===== config.mk =====
export PLATFORM = sky130hd
export DESIGN_NAME = append_unpacker
export DESIGN_NICKNAME = d
export VERILOG_FILES = /design/src/rtl/append_unpacker.sv
export SDC_FILE = /design/constraint.sdc
export NUM_CORES = 1
export LEC_CHECK = 0
export CORE_ASPECT_RATIO = 0.5
export CORE_MARGIN = 3
export CORE_UTILIZATION = 30
export DETAILED_ROUTE_END_ITERATION = 7
export GPL_TIMING_DRIVEN = 1
export HOLD_SLACK_MARGIN = 0.05
export PLACE_DENSITY_LB_ADDON = 0.1
export SLEW_MARGIN = 20
export SYNTH_ARGS = -nofsm -noshare
export SYNTH_HDL_FRONTEND = slang
export SYNTH_SLANG_ARGS = --single-unit

===== constraint.sdc =====
create_clock -name clk -period 1.9 [get_ports clk]
set_clock_uncertainty 0.1 [all_clocks]
set_input_delay 0.38 -clock clk [delete_from_list [all_inputs] [get_ports clk]]
set_output_delay 0.38 -clock clk [all_outputs]
set_load 0.02 [all_outputs]

===== src/rtl/append_unpacker.sv =====
// Receive-side tag stripper: collects tagged 2-bit symbols, packs them MSB-first
// into output words, and drops the remainder of any frame carrying an illegal tag.
module append_unpacker #(
    parameter int N_SYM = 4,
    parameter int CNT_W = 8
) (
    input  logic                     clk,
    input  logic                     rst_n,
    input  logic                     in_valid,
    output logic                     in_ready,
    input  logic [3:0]               in_word,
    output logic                     out_valid,
    input  logic                     out_ready,
    output logic [2*N_SYM-1:0]       out_data,
    output logic                     out_last,
    output logic [$clog2(N_SYM):0]   out_cnt,
    output logic                     err_pulse,
    output logic [CNT_W-1:0]         err_count
);

    localparam int DW = 2 * N_SYM;
    localparam int CW = $clog2(N_SYM) + 1;

    typedef enum logic [1:0] {
        IDLE    = 2'd0,
        COLLECT = 2'd1,
        DROP    = 2'd2
    } state_t;

    state_t          state_q, state_d;
    logic [CW-1:0]   idx_p0, idx_d;
    logic [DW-1:0]   acc_p0, acc_d, acc_ins;
    logic [1:0]      tag, sym;
    logic            accept, load, err_set;

    function automatic logic [DW-1:0] place_sym(input logic [DW-1:0] acc,
                                                input logic [CW-1:0] idx,
                                                input logic [1:0]    s);
        logic [DW-1:0] r;
        r = acc;
        for (int p = 0; p < N_SYM; p++) begin
            if (idx == CW'(p)) r[DW-1-2*p -: 2] = s;
        end
        return r;
    endfunction

    function automatic logic [CNT_W-1:0] sat_inc(input logic [CNT_W-1:0] c);
        return (&c) ? c : c + 1'b1;
    endfunction

    assign tag = in_word[3:2];
    assign sym = in_word[1:0];

    // Held low during reset so nothing is taken while the collector is cleared.
    assign in_ready = rst_n && ((state_q == DROP) || !out_valid || out_ready);
    assign accept   = in_valid && in_ready;
    assign acc_ins  = place_sym(acc_p0, idx_p0, sym);

    always_comb begin
        state_d = state_q;
        idx_d   = idx_p0;
        acc_d   = acc_p0;
        load    = 1'b0;
        err_set = 1'b0;
        if (accept) begin
            case (state_q)
                IDLE, COLLECT: begin
                    if (!tag[1]) begin
                        err_set = 1'b1;
                        idx_d   = '0;
                        acc_d   = '0;
                        state_d = (state_q == COLLECT) ? DROP : IDLE;
                    end else if (idx_p0 == CW'(N_SYM - 1) || tag[0]) begin
                        load    = 1'b1;
                        idx_d   = '0;
                        acc_d   = '0;
                        state_d = IDLE;
                    end else begin
                        acc_d   = acc_ins;
                        idx_d   = idx_p0 + 1'b1;
                        state_d = COLLECT;
                    end
                end
                DROP: begin
                    if (tag == 2'b11) state_d = IDLE;
                end
                default: state_d = IDLE;
            endcase
        end
    end

    // Collector state and output register; load cannot collide with a stalled word
    // because in_ready already excludes that case outside DROP.
    always_ff @(posedge clk or negedge rst_n) begin
        if (!rst_n) begin
            state_q   <= IDLE;
            idx_p0    <= '0;
            acc_p0    <= '0;
            out_valid <= 1'b0;
            out_data  <= '0;
            out_last  <= 1'b0;
            out_cnt   <= '0;
            err_pulse <= 1'b0;
            err_count <= '0;
        end else begin
            state_q   <= state_d;
            idx_p0    <= idx_d;
            acc_p0    <= acc_d;
            err_pulse <= err_set;
            if (err_set) err_count <= sat_inc(err_count);
            if (load) begin
                out_valid <= 1'b1;
                out_data  <= acc_ins;
                out_cnt   <= idx_p0 + 1'b1;
                out_last  <= tag[0];
            end else if (out_ready) begin
                out_valid <= 1'b0;
            end
        end
    end

endmodule


# ---- Word-level counts from Yosys, hierarchy flattened
# Index checks and enable logic that the tools add are counted.
dict set report totals {
  output_inout_bits 23
  regBits 35
  in_bits 8
  wordCells 55
}
dict set report op_classes {
  muxes 22
  n_addsub 2
  eq_ne 7
  n_reduce_logical 14
  bitwise 1
}
# cell n
set op_table {}
lappend op_table {{$mux 8} 2}
lappend op_table {{$mux 2} 7}
lappend op_table {{$mux 1} 10}
lappend op_table {{$add 8x1->8 const B} 1}
lappend op_table {{$reduce_and 8->1} 1}
lappend op_table {{$eq 3x2->1 const B} 2}
lappend op_table {{$mux 3} 2}
lappend op_table {{$reduce_and 2->1} 3}
lappend op_table {{$eq 2x2->1 const B} 2}
lappend op_table {{$pmux 2 s2} 1}
lappend op_table {{$add 3x1->3 const B} 1}
lappend op_table {{$eq 3x1->1 const B} 1}
lappend op_table {{$logic_not 3->1} 1}
lappend op_table {{$logic_or 1x1->1} 3}
lappend op_table {{$eq 2x1->1 const B} 1}
lappend op_table {{$logic_and 1x1->1} 2}
lappend op_table {{$logic_not 2->1} 1}
lappend op_table {{$ne 2x1->1 const B} 1}
lappend op_table {{$reduce_bool 2->1} 1}
lappend op_table {{$reduce_or 2->1} 1}
lappend op_table {{$logic_not 1->1} 1}
lappend op_table {{$not 1->1} 1}

# ---- Logic depth before layout (Yosys ltp)
dict set report logic_depth {
  ltp_word 7
  ltp_mapped 7
  ltp_nobuf 6
}

# ---- Worst setup path before layout
# OpenSTA, ideal clock, no wires.
dict set report synth_timing {
  path_kind {reg2reg}
  startpoint {reg out_valid}
  endpoint {reg err_count[5]}
  arrival_time_ns 1.756
  t_required_ns 1.672
  path_slack_ns -0.084
  stages_incl_launch_ff 7
  synth_period_minus_slack_ns 1.984
  path_buffers 2
  setup_time_ns 0.128
  path_cell_list {dfrtp_1 -> nor2b_4 -> buf_6 -> or3_1 -> buf_6 -> nor4_4 -> mux2_1}
}
dict set report synth_between {
  elab_chain_len 7
}
# item line
set synth_lines {}
lappend synth_lines {{from (decl)} 12} ;# output logic out_valid,
lappend synth_lines {{from (signal assigned)} 99} ;# out_valid <= 1'b0;
lappend synth_lines {{from (signal assigned)} 112} ;# out_valid <= 1'b1;
lappend synth_lines {{from (signal assigned)} 117} ;# out_valid <= 1'b0;
lappend synth_lines {{$logic_not 1->1} 55} ;# assign in_ready = rst_n && ((state_q == DROP) || !out_valid || out_ready);
lappend synth_lines {{$logic_or 1x1->1 (2 in a row)} 55}
lappend synth_lines {{$logic_and 1x1->1} 55}
lappend synth_lines {{$logic_and 1x1->1} 56} ;# assign accept = in_valid && in_ready;
lappend synth_lines {{$mux 1} 65} ;# if (accept) begin
lappend synth_lines {{$reduce_and 2->1 (no source line)} --}
lappend synth_lines {{to (signal assigned)} 110} ;# if (err_set) err_count <= sat_inc(err_count);
lappend synth_lines {{to (decl)} 18} ;# output logic [CNT_W-1:0] err_count
# Every way passes these cells.
# A chain may end at the register's enable or synchronous reset.

# ---- Worst setup path after layout
# Same ends and word-level chain as after synthesis.

==> metrics.txt <==
max-cap viol count=0; Critical Path Slowest Stage Cell=dfrtp_2; crit path DAT=1.88 ns; top_reg_cell synth=dfrtp_1; Distinct cells, synth=33; IO Port Bufs=30; yosys warns=0; final hold vios=0; DR pass1 iterations=4; Finished Layout Cells=between 200 and 300; hold crit path type=in2async; core area=approximately 5200 um^2; gpl congestion=0.792; total power draw=2.48 mW; die area=6630 um^2; Final Setup Violations=0; WL/cell=13.2 um; dpl ws=-0.452 ns; vias in the first global route=1337; drc violations=0; CTS buffer count=5; P_leak=1.12 nW; drt initial violations=58; status=completed; largest net degree at the start of global routing=36; Root Buffer=clkbuf_16; post-synthesis cell area=1690 um^2; synth top area cells=dfrtp_1 52%, mux2i_1 5.9%, o21ai_0 5.3%, ha_1 4.4%, nand2_1 4.4%; crit-path cells=nor2b_4, or3_4, buf_6, nor4_4, mux2_4; CP Data Required Time=1.96 ns; overall routing resource usage=12.6%; CP peak stage delay=0.39 ns; TritonCTS clock tree=yes; Syn Inst Count=between 150 and 200; # IOs=31; Post-synth EDFFs=0; Seq cells post-synth=35; Slew HR=69.4%; fin nets=228; layout cell share with drive strength beyond 1=between 20% and 30%; remaining antenna violation count=0; worst-case clock buffer depth=2; maximum clock rate=548 MHz; sequential fraction of the synthesis area=51.8%; post-synth top area cell=dfrtp_1; Critical R2R Launch=out_valid; clk slew on worst S/H paths=about 0.06 ns; Worst-Margin Slew=0.459 ns; period utilisation layout=96.0%; worst r2r dst=err_count[5]; count leader, synth=dfrtp_1; crit end category=register; post-route minimum period=1.82 ns; depth of the CTS H-tree=2; worst r2r path cells=5; Synth-to-Final Area Change=44.1%; Slew Limit Fails=0; ys async rst share=100%; Post-DP HPWL=~2700 um; syn_nets=between 150 and 200; Post-synth top cells=35 x dfrtp_1, 20 x nand2_1, 18 x o21ai_0; hold_buf cts=0; Post-Place Cells=approximately 280; Initial Util=32.6%; type of the worst setup path=reg2reg; num rows=18; Syn Area/Cell=roughly 11 um^2; clk sinks=35; unrepaired setup endpoints after global routing=no; CP max FO=4; area share of the largest cell type after synthesis=51.8%; Peak VDD IR=462 uV; ant diodes=0; Setup crit start kind=register; GRT overflow=0; worst skew pair latency=approximately 0.28 ns; Vias=1329; Setup WS post-layout=0.0766 ns; Total Wirelength=3750 um; vias per std cell=between 4 and 5; initial antenna violation count=0; Die Y-Extent=59.1 um; Die X=about 110 um; first-pass GRT wire length=6490 um; R2R Setup Slk=0.08 ns; power density over the cells=between 1000 and 1500 nW/um^2
per-stage QoR:
stage	hold WS, ns	area [um^2]	setup TNS (ns)	util, %
floorplan	-0.0156	1690	0	-
global placement	0.359	2230	-7.52	43.1
detailed placement	0.366	2230	-8.34	43.1
CTS	0.311	2390	0	46.2
global route	0.328	2440	0	47.0
finish	0.272	2440	0	47.0
where the power goes:
| part | leakage, nW | total [mW] | switching (mW) | internal, mW |
|---|---|---|---|---|
| clock network | 0.0772 | 0.856 | 0.298 | 0.558 |
| logic | 0.582 | 0.690 | 0.344 | 0.346 |
| registers | 0.460 | 0.937 | 0.0802 | 0.857 |
registers in the layout, summed over array words and instances (netlist names):
register / flops
err_count: 8
err_pulse: 1
out_valid: 1
out_last: 1
state_q: 2
acc_p0: 8
idx_p0: 3
out_cnt: 3
out_data: 8
layout by cell type (no fill, tap or decap), types with 2 or more instances in the layout:
| cell | n |
|---|---|
| ha_1 | 5 |
| nand2b_1 | 2 |
| nor4_1 | 2 |
| nand3_1 | 4 |
| clkbuf_8 | 2 |
| nor4_4 | 2 |
| nor2b_1 | 3 |
| nand4_1 | 3 |
| inv_1 | 6 |
| dlymetal6s2s_1 | 3 |
| dfrtp_1 | 34 |
| nand2_1 | 20 |
| clkdlybuf4s50_1 | 25 |
| and3_1 | 2 |
| buf_4 | 24 |
| nor3_1 | 2 |
| and2_1 | 2 |
| o21ai_0 | 15 |
| clkbuf_16 | 5 |
| mux2i_1 | 10 |
| o21ai_1 | 7 |
| a22o_1 | 6 |
| xor2_1 | 2 |
| a21boi_0 | 4 |
| nor2_1 | 5 |
logic make-up (layout without fill, tap and decap cells):
logic type      Yosys count  in the layout  share of synthesized area, %
xor+xnor                  3              3                          1.55
flops                    35             35                          51.8
fa+ha+maj                 6              6                          4.44
buf+inv                  12             70                          3.85
compound gates           34             34                          12.2
mux                      13             13                          7.92
simple gates             54             54                          18.2
worst max-delay path: cells and delay by family (launching register included):
family                 cells  cell delay [ns]
DFF                        1             0.39
muxes                      1             0.32
buffers and inverters      1             0.15
and+or+nand+nor            3             0.74
routing by layer:
layer	global-route usage [%]	wire length [um]	share of wire (%)
met1	17.3	1930	51
met2	19.3	1660	44
met3	3.98	138	3.7
met4	4.11	27	0.72
met5	0	0	0
repair_timing:
| action | in CTS | in global routing |
|---|---|---|
| endpoints found under the setup margin | 17 | 18 |
| resized for setup | 6 | 14 |
| pin swaps | 0 | 2 |
| buffers inserted | 0 | 0 |
worst max-delay path by stage:
stage	start	endpoint	slack (ns)	cells past startpoint
2_1_floorplan	out_valid	err_count[1]	0.007	6
4_1_cts	err_count[3]	err_count[3]	0.0004	1
5_1_grt	out_valid	err_count[5]	0.004	5
3_5_place_dp	rst_n	in_ready	-0.45	4
3_3_place_gp	rst_n	in_ready	-0.43	4
6_report	out_valid	err_count[5]	0.08	5
area by class of cell:
| cell class | instances | area, um^2 |
|---|---|---|
| Sequential cell | 35 | 877 |
| Timing Repair Buffer | 56 | 519 |
| Multi-Input combinational cell | 110 | 773 |
| Fill cell | 519 | 2740 |
| Tap cell | 70 | 87.6 |
| Clock buffer | 8 | 156 |
| Inverter | 6 | 22.5 |
Power figures use the tool's default switching activity.
